File: config.mk
export PLATFORM = sky130hd
export DESIGN_NAME = credit_sender
export DESIGN_NICKNAME = d
export VERILOG_FILES = /design/src/rtl/credit_sender.sv
export SDC_FILE = /design/constraint.sdc
export NUM_CORES = 1
export LEC_CHECK = 0
export BUFFER_PORTS_ARGS = -buffer_cell sky130_fd_sc_hd__buf_2
export CAP_MARGIN = 30
export CORE_MARGIN = 10
export CORE_UTILIZATION = 30
export DETAILED_ROUTE_END_ITERATION = 10
export GPL_TIMING_DRIVEN = 0
export PLACE_DENSITY = 0.64
export SYNTH_ARGS = -nofsm -noshare
export SYNTH_HDL_FRONTEND = slang
export SYNTH_SLANG_ARGS = --single-unit
File: constraint.sdc
create_clock -name clk -period 2.4 [get_ports clk]
set_input_delay 0.24 -clock clk [delete_from_list [all_inputs] [get_ports clk]]
set_output_delay 0.24 -clock clk [all_outputs]
set_load 0.01 [all_outputs]
File: src/rtl/credit_sender.sv
// credit_sender
//   Transmit endpoint of the credit-based link. Upstream words arrive on a
//   valid/ready port. Each accepted word is forwarded as a single-cycle
//   registered beat on tx_valid/tx_data, but only while a credit is held.
//   The far-end FIFO returns one credit per credit_return pulse.
//
// Ports
//   clk            rising-edge clock
//   rst_n          asynchronous active-low reset
//   link_en        enables transmission; deassertion starts a drain
//   in_valid/in_ready/in_data   upstream handshake
//   tx_valid/tx_data            link beat (no back-pressure)
//   credit_return  one-cycle pulse, one credit returned
//   credits_avail  current credit count
//   link_idle      high in IDLE
//   err_overflow   sticky credit-overflow flag
//
// Configuration
//   CREDIT_SENDER_OVF_CHECK_EN : when defined, err_overflow sets on the first
//   return that arrives with the count already full. When undefined it is
//   tied low. Saturation happens in both builds.
//
// state  | meaning
// IDLE   | link down, credits full, waiting for link_en
// ACTIVE | forwarding words while credits are held
// DRAIN  | link_en dropped, waiting for all credits to come back
module credit_sender #(
  parameter int DATA_WIDTH  = 32,
  parameter int MAX_CREDITS = 8,
  localparam int CW         = $clog2(MAX_CREDITS + 1)
) (
  input  logic                  clk,
  input  logic                  rst_n,
  input  logic                  link_en,
  input  logic                  in_valid,
  output logic                  in_ready,
  input  logic [DATA_WIDTH-1:0] in_data,
  output logic                  tx_valid,
  output logic [DATA_WIDTH-1:0] tx_data,
  input  logic                  credit_return,
  output logic [CW-1:0]         credits_avail,
  output logic                  link_idle,
  output logic                  err_overflow
);

  typedef enum logic [1:0] {
    ST_IDLE   = 2'd0,
    ST_ACTIVE = 2'd1,
    ST_DRAIN  = 2'd2
  } state_t;

  localparam logic [CW-1:0] MAX_C = CW'(MAX_CREDITS);
  localparam logic [CW-1:0] ONE_C = CW'(1);

  state_t                  state_q, state_d;
  logic [CW-1:0]           credits_q, credits_d;
  logic                    tx_valid_q, tx_valid_d;
  logic [DATA_WIDTH-1:0]   tx_data_q, tx_data_d;
  logic                    send;

  // Ready comes from registered state only, never from in_valid.
  assign in_ready = (state_q == ST_ACTIVE) && (credits_q != '0);
  assign send     = in_valid && in_ready;

  always_comb begin
    state_d    = state_q;
    credits_d  = credits_q;
    tx_valid_d = send;
    tx_data_d  = tx_data_q;

    case (state_q)
      ST_IDLE:   if (link_en)            state_d = ST_ACTIVE;
      ST_ACTIVE: if (!link_en)           state_d = ST_DRAIN;
      ST_DRAIN:  if (credits_q == MAX_C) state_d = ST_IDLE;
      default:                           state_d = ST_IDLE;
    endcase

    // A return and a send in the same cycle cancel out.
    if (credit_return && !send) begin
      if (credits_q != MAX_C) credits_d = credits_q + ONE_C;
    end else if (send && !credit_return) begin
      credits_d = credits_q - ONE_C;
    end

    if (send) tx_data_d = in_data;
  end

  always_ff @(posedge clk or negedge rst_n) begin
    if (!rst_n) begin
      state_q    <= ST_IDLE;
      credits_q  <= MAX_C;
      tx_valid_q <= 1'b0;
      tx_data_q  <= '0;
    end else begin
      state_q    <= state_d;
      credits_q  <= credits_d;
      tx_valid_q <= tx_valid_d;
      tx_data_q  <= tx_data_d;
    end
  end

`ifdef CREDIT_SENDER_OVF_CHECK_EN
  logic err_q, err_d;

  always_comb begin
    err_d = err_q;
    if (credit_return && !send && (credits_q == MAX_C)) err_d = 1'b1;
  end

  always_ff @(posedge clk or negedge rst_n) begin
    if (!rst_n) err_q <= 1'b0;
    else        err_q <= err_d;
  end

  assign err_overflow = err_q;
`else
  assign err_overflow = 1'b0;
`endif

  assign tx_valid      = tx_valid_q;
  assign tx_data       = tx_data_q;
  assign credits_avail = credits_q;
  assign link_idle     = (state_q == ST_IDLE);

endmodule

==> results.toml, run 1 <==
[sta]
fmax_ghz = 0.446
setup_viol = 0
maxSlewHeadroom_pct = 42.1
slew_viol_final = 0
setup_tns_ps = 0
setup_ws_ps = 156
fin_crit_sh_pct = 93.5
finalCriticalPeriod_ps = 2240
tightest_slew_ps = 868
fin_skew_ps = 6.44
hold_violations = 0
rsz0062_at_grt = "false"

[setup_path]
cp_cell_sequence = "nor4_4 -> nor3b_2 -> buf_6 -> nand2b_4 -> ha_4 -> a21oi_1 -> nand2_1 -> o211a_1 -> a2111o_1"
worst-setup-path-type = "reg -> reg"
cp.arrival_ps = 2450
max_stage_delay_ps = 620
critPathLaunch = "credits_avail[3]"
worstPathRequired_ps = 2610
end_kind = "flop"
r2r_slack_ps = 160
cp-start-kind = "flop"
r2r-end = "credits_avail[3]"
cpMaxStageDelayCell = "dfstp_2"
cp_max_fo = 12
r2r_start = "credits_avail[3]"
reg2reg_depth = 9

[place]
postPlaceCellArea_um2 = 2080
dp.final_hpwl_um = 3060
io_buffers = 75
gp_congestion = 0.696
dp_cells = 251
dpl_worst_slack_ps = -240

[outcome]
status = "completed"

[power_and_ir_drop]
leakage_nw = 1.08
power_frac_clock_pct = 14.9
ir_worst_vdd_v = 0.000405
p_sw_mw = 1.01
power_density_nw_per_um2 = 1300
p_int_mw = 1.88
p_sw_share_pct = 34.9
comb_power_share_pct = 44.0
pwr-share-seq_pct = 41.1

[die]
dieArea_um2 = 8710
ios = 77
die_width_um = 93.4
coreArea_um2 = 5170
std_cell_rows = 26
start_util_pct = 31.2
die_y_um = 93.4

[cells_and_area]
multi_input_area_um2 = 623
layout_commonest_cell = "buf_2"
seqCellArea_um2 = 980
fill_cells = 481
nNetsFinal = 231
antennaDiodeCount = 0
area.growth.synth_to_final_pct = 37.7
layout_common_cells = "buf_2 (75), dfrtp_1 (36), mux2_2 (34), buf_4 (6), clkbuf_8 (5)"
final_area_um2 = 2220
finish.utilization_pct = 43.0
drive_above_1_share_pct = 68.2
instances_no_fill = 262

[yosys]
ys_seq_area_share_pct = 60.5
yosysWarnings = 0
yosysTopAreaCell = "dfrtp_1"
synth_fp_nets = 146
synth.top_cells.by_area = "dfrtp_1 (59%), mux2_2 (24%), dfstp_2 (1.6%)"
synth-seq-cells = 39
synth.distinct_cells = 26
avgSynthCellArea_um2 = 15.2
syn_area_um2 = 1610
syn_inst = 106
synth_top_area_share_pct = 58.9

[cts]
cts_tree = "done"
clk_latency_ps = 280
clkTransAtPathRegs_ps = 70
cts_buffer_depth = 2
hold_buffers = 0
clkSinkCount = 39
numCtsBuffers = 5
cts_root_buf = "clkbuf_8"
h-tree-depth = 2

[grt]
overflow = 0
grt_pass1_vias = 1295
grt_use_total_pct = 9.15
grt_max_degree = 40
antenna_found_initial = 0
grt_pass1_wl_um = 6480

[route]
ant_nets = 0
avgViaCountPerCell = 4.46
vias = 1168
first_pass_iters = 4
routedWlPerCell_um = 15.4
drt_iter0_markers = 16
drc = 0
drt-total-wl_um = 4020

[worst_hold_path]
hold_path_class = "in -> async"

[run]
maxCapViolCount = 0
[flip-flops by register name, summed over array words and instances, names as in the netlist]
name	count
state_q	2
tx_valid	1
tx_data	32
credits_avail	4
[power by group through the flow]
stage                     registers (mW)  clock network [mW]  logic, mW
after detailed placement            1.21                   0       1.21
after CTS                           1.21               0.458       1.27
final                               1.19               0.430       1.27
after floorplan                     1.35                   0      0.549
after global routing                1.24               0.486       1.41
after global placement              1.19                   0       1.19
[metal layers]
| metal | track usage [%] | wire [um] |
|---|---|---|
| met5 | 0 | 0 |
| met4 | 3.47 | 45 |
| met3 | 4.16 | 332 |
| met2 | 15.8 | 2130 |
| met1 | 9.47 | 1510 |
[worst max path at each step]
stage	end	slack, ps	depth (start not counted)
2_1_floorplan	credits_avail[3]	20	9
3_3_place_gp	credits_avail[3]	-210	9
3_5_place_dp	credits_avail[3]	-240	9
4_1_cts	credits_avail[3]	30	10
5_1_grt	credits_avail[3]	30	9
6_report	credits_avail[3]	160	9
[what timing repair did]
action,4_1_cts,5_1_grt
gates cloned,0,0
buffers inserted,2,2
hold endpoints to repair,0,0
gates resized for setup,7,2
pin swaps,1,1
endpoints found under the setup margin,1,1
[final cells by class]
type                       count  area share (%)
inverter                       1           0.169
sequential                    39            44.1
clock inverter                 2           0.563
multi-input combinational     61            28.0
clock buffer                   6            3.27
tap                           70            3.94
timing repair buffer          79            18.4
buffer                         4            1.52
[per-stage QoR]
stage	hold WS, ps	total power, mW
final	68.4	2.89
after floorplan	-55.6	1.90
after global routing	123	3.13
after detailed placement	425	2.42
after global placement	421	2.38
after CTS	107	2.93
[critical path: cells and delay by family (launching register included)]
kind                       cells  cell delay (ps)
adders and majority gates      1              210
DFF                            1              620
AOI/OAI and AO/OA              3              600
buffers and inverters          1              200
and+or+nand+nor                4              540
[cells by family (layout without fill, tap and decap cells)]
logic type / after synthesis / after routing / share of synthesized area, %
xor+xnor: 2 / 2 / 1.09
simple gates: 13 / 13 / 5.35
buf+inv: 6 / 92 / 2.63
flops: 39 / 39 / 60.5
fa+ha+maj: 3 / 3 / 2.79
compound gates: 7 / 7 / 3.02
other cells: 1 / 1 / 0.232
mux: 35 / 35 / 24.3
[cell usage after synthesis, drive strengths merged]
master	count
nand2b	2
mux2	34
nor4b	2
fa	1
o211a	1
mux2i	1
a2111o	1
nor2	2
nor2b	1
a21o	1
buf	5
nor3b	1
conb	1
xor2	2
nand2	2
dfrtp	38
o21ai	1
nor4	1
inv	1
nor3	1
a21oi	3
nand3	1
ha	2
dfstp	1
Power figures use the tool's default switching activity.
==> inputs of run 2 (changes only) <==
--- a/config.mk
+++ b/config.mk
@@ -11,7 +11,7 @@
 export CORE_UTILIZATION = 30
 export DETAILED_ROUTE_END_ITERATION = 10
 export GPL_TIMING_DRIVEN = 0
-export PLACE_DENSITY = 0.64
+export PLACE_DENSITY = 0.61
 export SYNTH_ARGS = -nofsm -noshare
 export SYNTH_HDL_FRONTEND = slang
 export SYNTH_SLANG_ARGS = --single-unit
==> results.toml, run 2 (synthesis gave the netlist of run 1 again) <==
[sta]
hold_violations = 0
maxSlewHeadroom_pct = 41.4
tightest_slew_ps = 879
fmax_ghz = 0.443
slew_viol_final = 0
setup_viol = 0
fin_crit_sh_pct = 94.0
fin_skew_ps = 6.20
finalCriticalPeriod_ps = 2260
hold_slack_ps = 67.2
rsz0062_at_grt = "false"

[setup_path]
path_delay_family = "compound AO/OA/AOI/OAI gates"
cp-start-kind = "flop"
r2r_start = "credits_avail[3]"
worst-setup-path-type = "reg -> reg"
reg2reg_depth = 9
cp.arrival_ps = 2470
cpMaxStageDelayCell = "dfstp_2"
r2r_slack_ps = 140
cp_cell_sequence = "nor4_4 -> nor3b_2 -> buf_6 -> nand2b_4 -> ha_1 -> a21oi_1 -> nand2_1 -> o211a_1 -> a2111o_1"
cp_max_fo = 7
r2r-end = "credits_avail[3]"
end_kind = "flop"
worstPathRequired_ps = 2610
critPathBufInv = 1
max_stage_delay_ps = 630

[grt]
grt_pass1_vias = 1163
grt_pass1_wl_um = 6080
antenna_found_initial = 0
overflow = 0
grt_use_total_pct = 8.73
grt_max_degree = 40

[power_and_ir_drop]
p_sw_mw = 0.992
leakage_nw = 1.10
p_total_mw = 2.96
pwr-share-seq_pct = 40.7
power_frac_clock_pct = 18.2
comb_power_share_pct = 41.2
p_sw_share_pct = 33.5
p_int_mw = 1.97
ir_worst_vdd_v = 0.000415
power_density_nw_per_um2 = 1320

[die]
dieArea_um2 = 8710
die_y_um = 93.4
std_cell_rows = 26
coreArea_um2 = 5170
die_width_um = 93.4
start_util_pct = 31.2
ios = 77

[cells_and_area]
largest_reg_flops = 32
layout_commonest_cell = "buf_2"
antennaDiodeCount = 0
area.growth.synth_to_final_pct = 38.7
instances_no_fill = 263
final_area_um2 = 2240
drive_above_1_share_pct = 67.4
nNetsFinal = 232
layout_common_cells = "buf_2 (75), dfrtp_1 (36), mux2_2 (34), buf_4 (7), clkbuf_8 (5)"

[cts]
clk_latency_ps = 290
clkTransAtPathRegs_ps = 80
cts_root_buf = "clkbuf_8"
cts_buffer_depth = 2
numCtsBuffers = 5
h-tree-depth = 2
clkSinkCount = 39
cts_tree = "done"

[outcome]
status = "completed"

[route]
drc = 0
first_pass_iters = 3
avgViaCountPerCell = 4.33
drt_iter0_markers = 29
ant_nets = 0
drt-total-wl_um = 3850
vias = 1138
routedWlPerCell_um = 14.6

[place]
gp_congestion = 0.721
dp_cells = 251
io_buffers = 75
dp.final_hpwl_um = 2910
postPlaceCellArea_um2 = 2080

[run]
maxCapViolCount = 0

[worst_hold_path]
hold_path_class = "in -> async"
## run 2: cell types whose count changed in the layout (fill, tap and decap cells not counted)
cell        delta
buf_4          +1
ha_1           +1
ha_4           -1
clkinv_2       -1
clkinvlp_4     -1
clkbuf_1       +1
bufinv_16      +1
## run 2: how the worst max path moves through the flow
stage / cells after the start / startpoint / slack, ps / end
finish: 9 / credits_avail[3] / 140 / credits_avail[3]
global route: 9 / credits_avail[2] / 4 / credits_avail[3]
CTS: 9 / credits_avail[2] / 4 / credits_avail[3]
detailed placement: 9 / credits_avail[3] / -170 / credits_avail[3]
global placement: 9 / credits_avail[3] / -160 / credits_avail[3]
floorplan: 9 / credits_avail[3] / 20 / credits_avail[3]
## run 2: stage by stage
stage | util (%) | setup slack, ps | TNS (ps)
after global routing | 43.3 | 4.48 | 0
after detailed placement | 40.2 | -165 | -165
final | 43.3 | 143 | 0
after CTS | 42.5 | 4.14 | 0
after floorplan | - | 15.5 | 0
after global placement | 40.2 | -158 | -158
## run 2: per-layer routing
layer | part of all wire (%) | GRT usage [%] | vias to the layer above
met5 | 0 | 0 | -
met4 | 1.9 | 4.24 | 0
met3 | 7.4 | 3.36 | 6
met2 | 52 | 14.0 | 35
met1 | 39 | 9.94 | 551
li1 | - | - | 546
## run 2: power by group through the flow
stage          Combinational (mW)  Sequential [mW]  Clock [mW]
2_1_floorplan               0.549             1.35           0
3_3_place_gp                 1.19             1.19           0
3_5_place_dp                 1.21             1.20           0
4_1_cts                      1.22             1.19       0.558
5_1_grt                      1.35             1.26       0.588
6_report                     1.22             1.20       0.537
## run 2: timing repair
item	4_1_cts	5_1_grt
resized for setup	2	4
hold buffers	0	0
pin swaps	1	1
buffers inserted	1	3
endpoints found under the setup margin	1	1
## run 2: final cells by class
type	count	area (um2)
Fill cell	489	2930
Sequential cell	39	980
Multi-Input combinational cell	61	611
Timing Repair Buffer	79	405
Tap cell	70	87.6
Clock buffer	7	76.3
Buffer	5	45.0
Clock inverter	1	30.0
Inverter	1	3.75
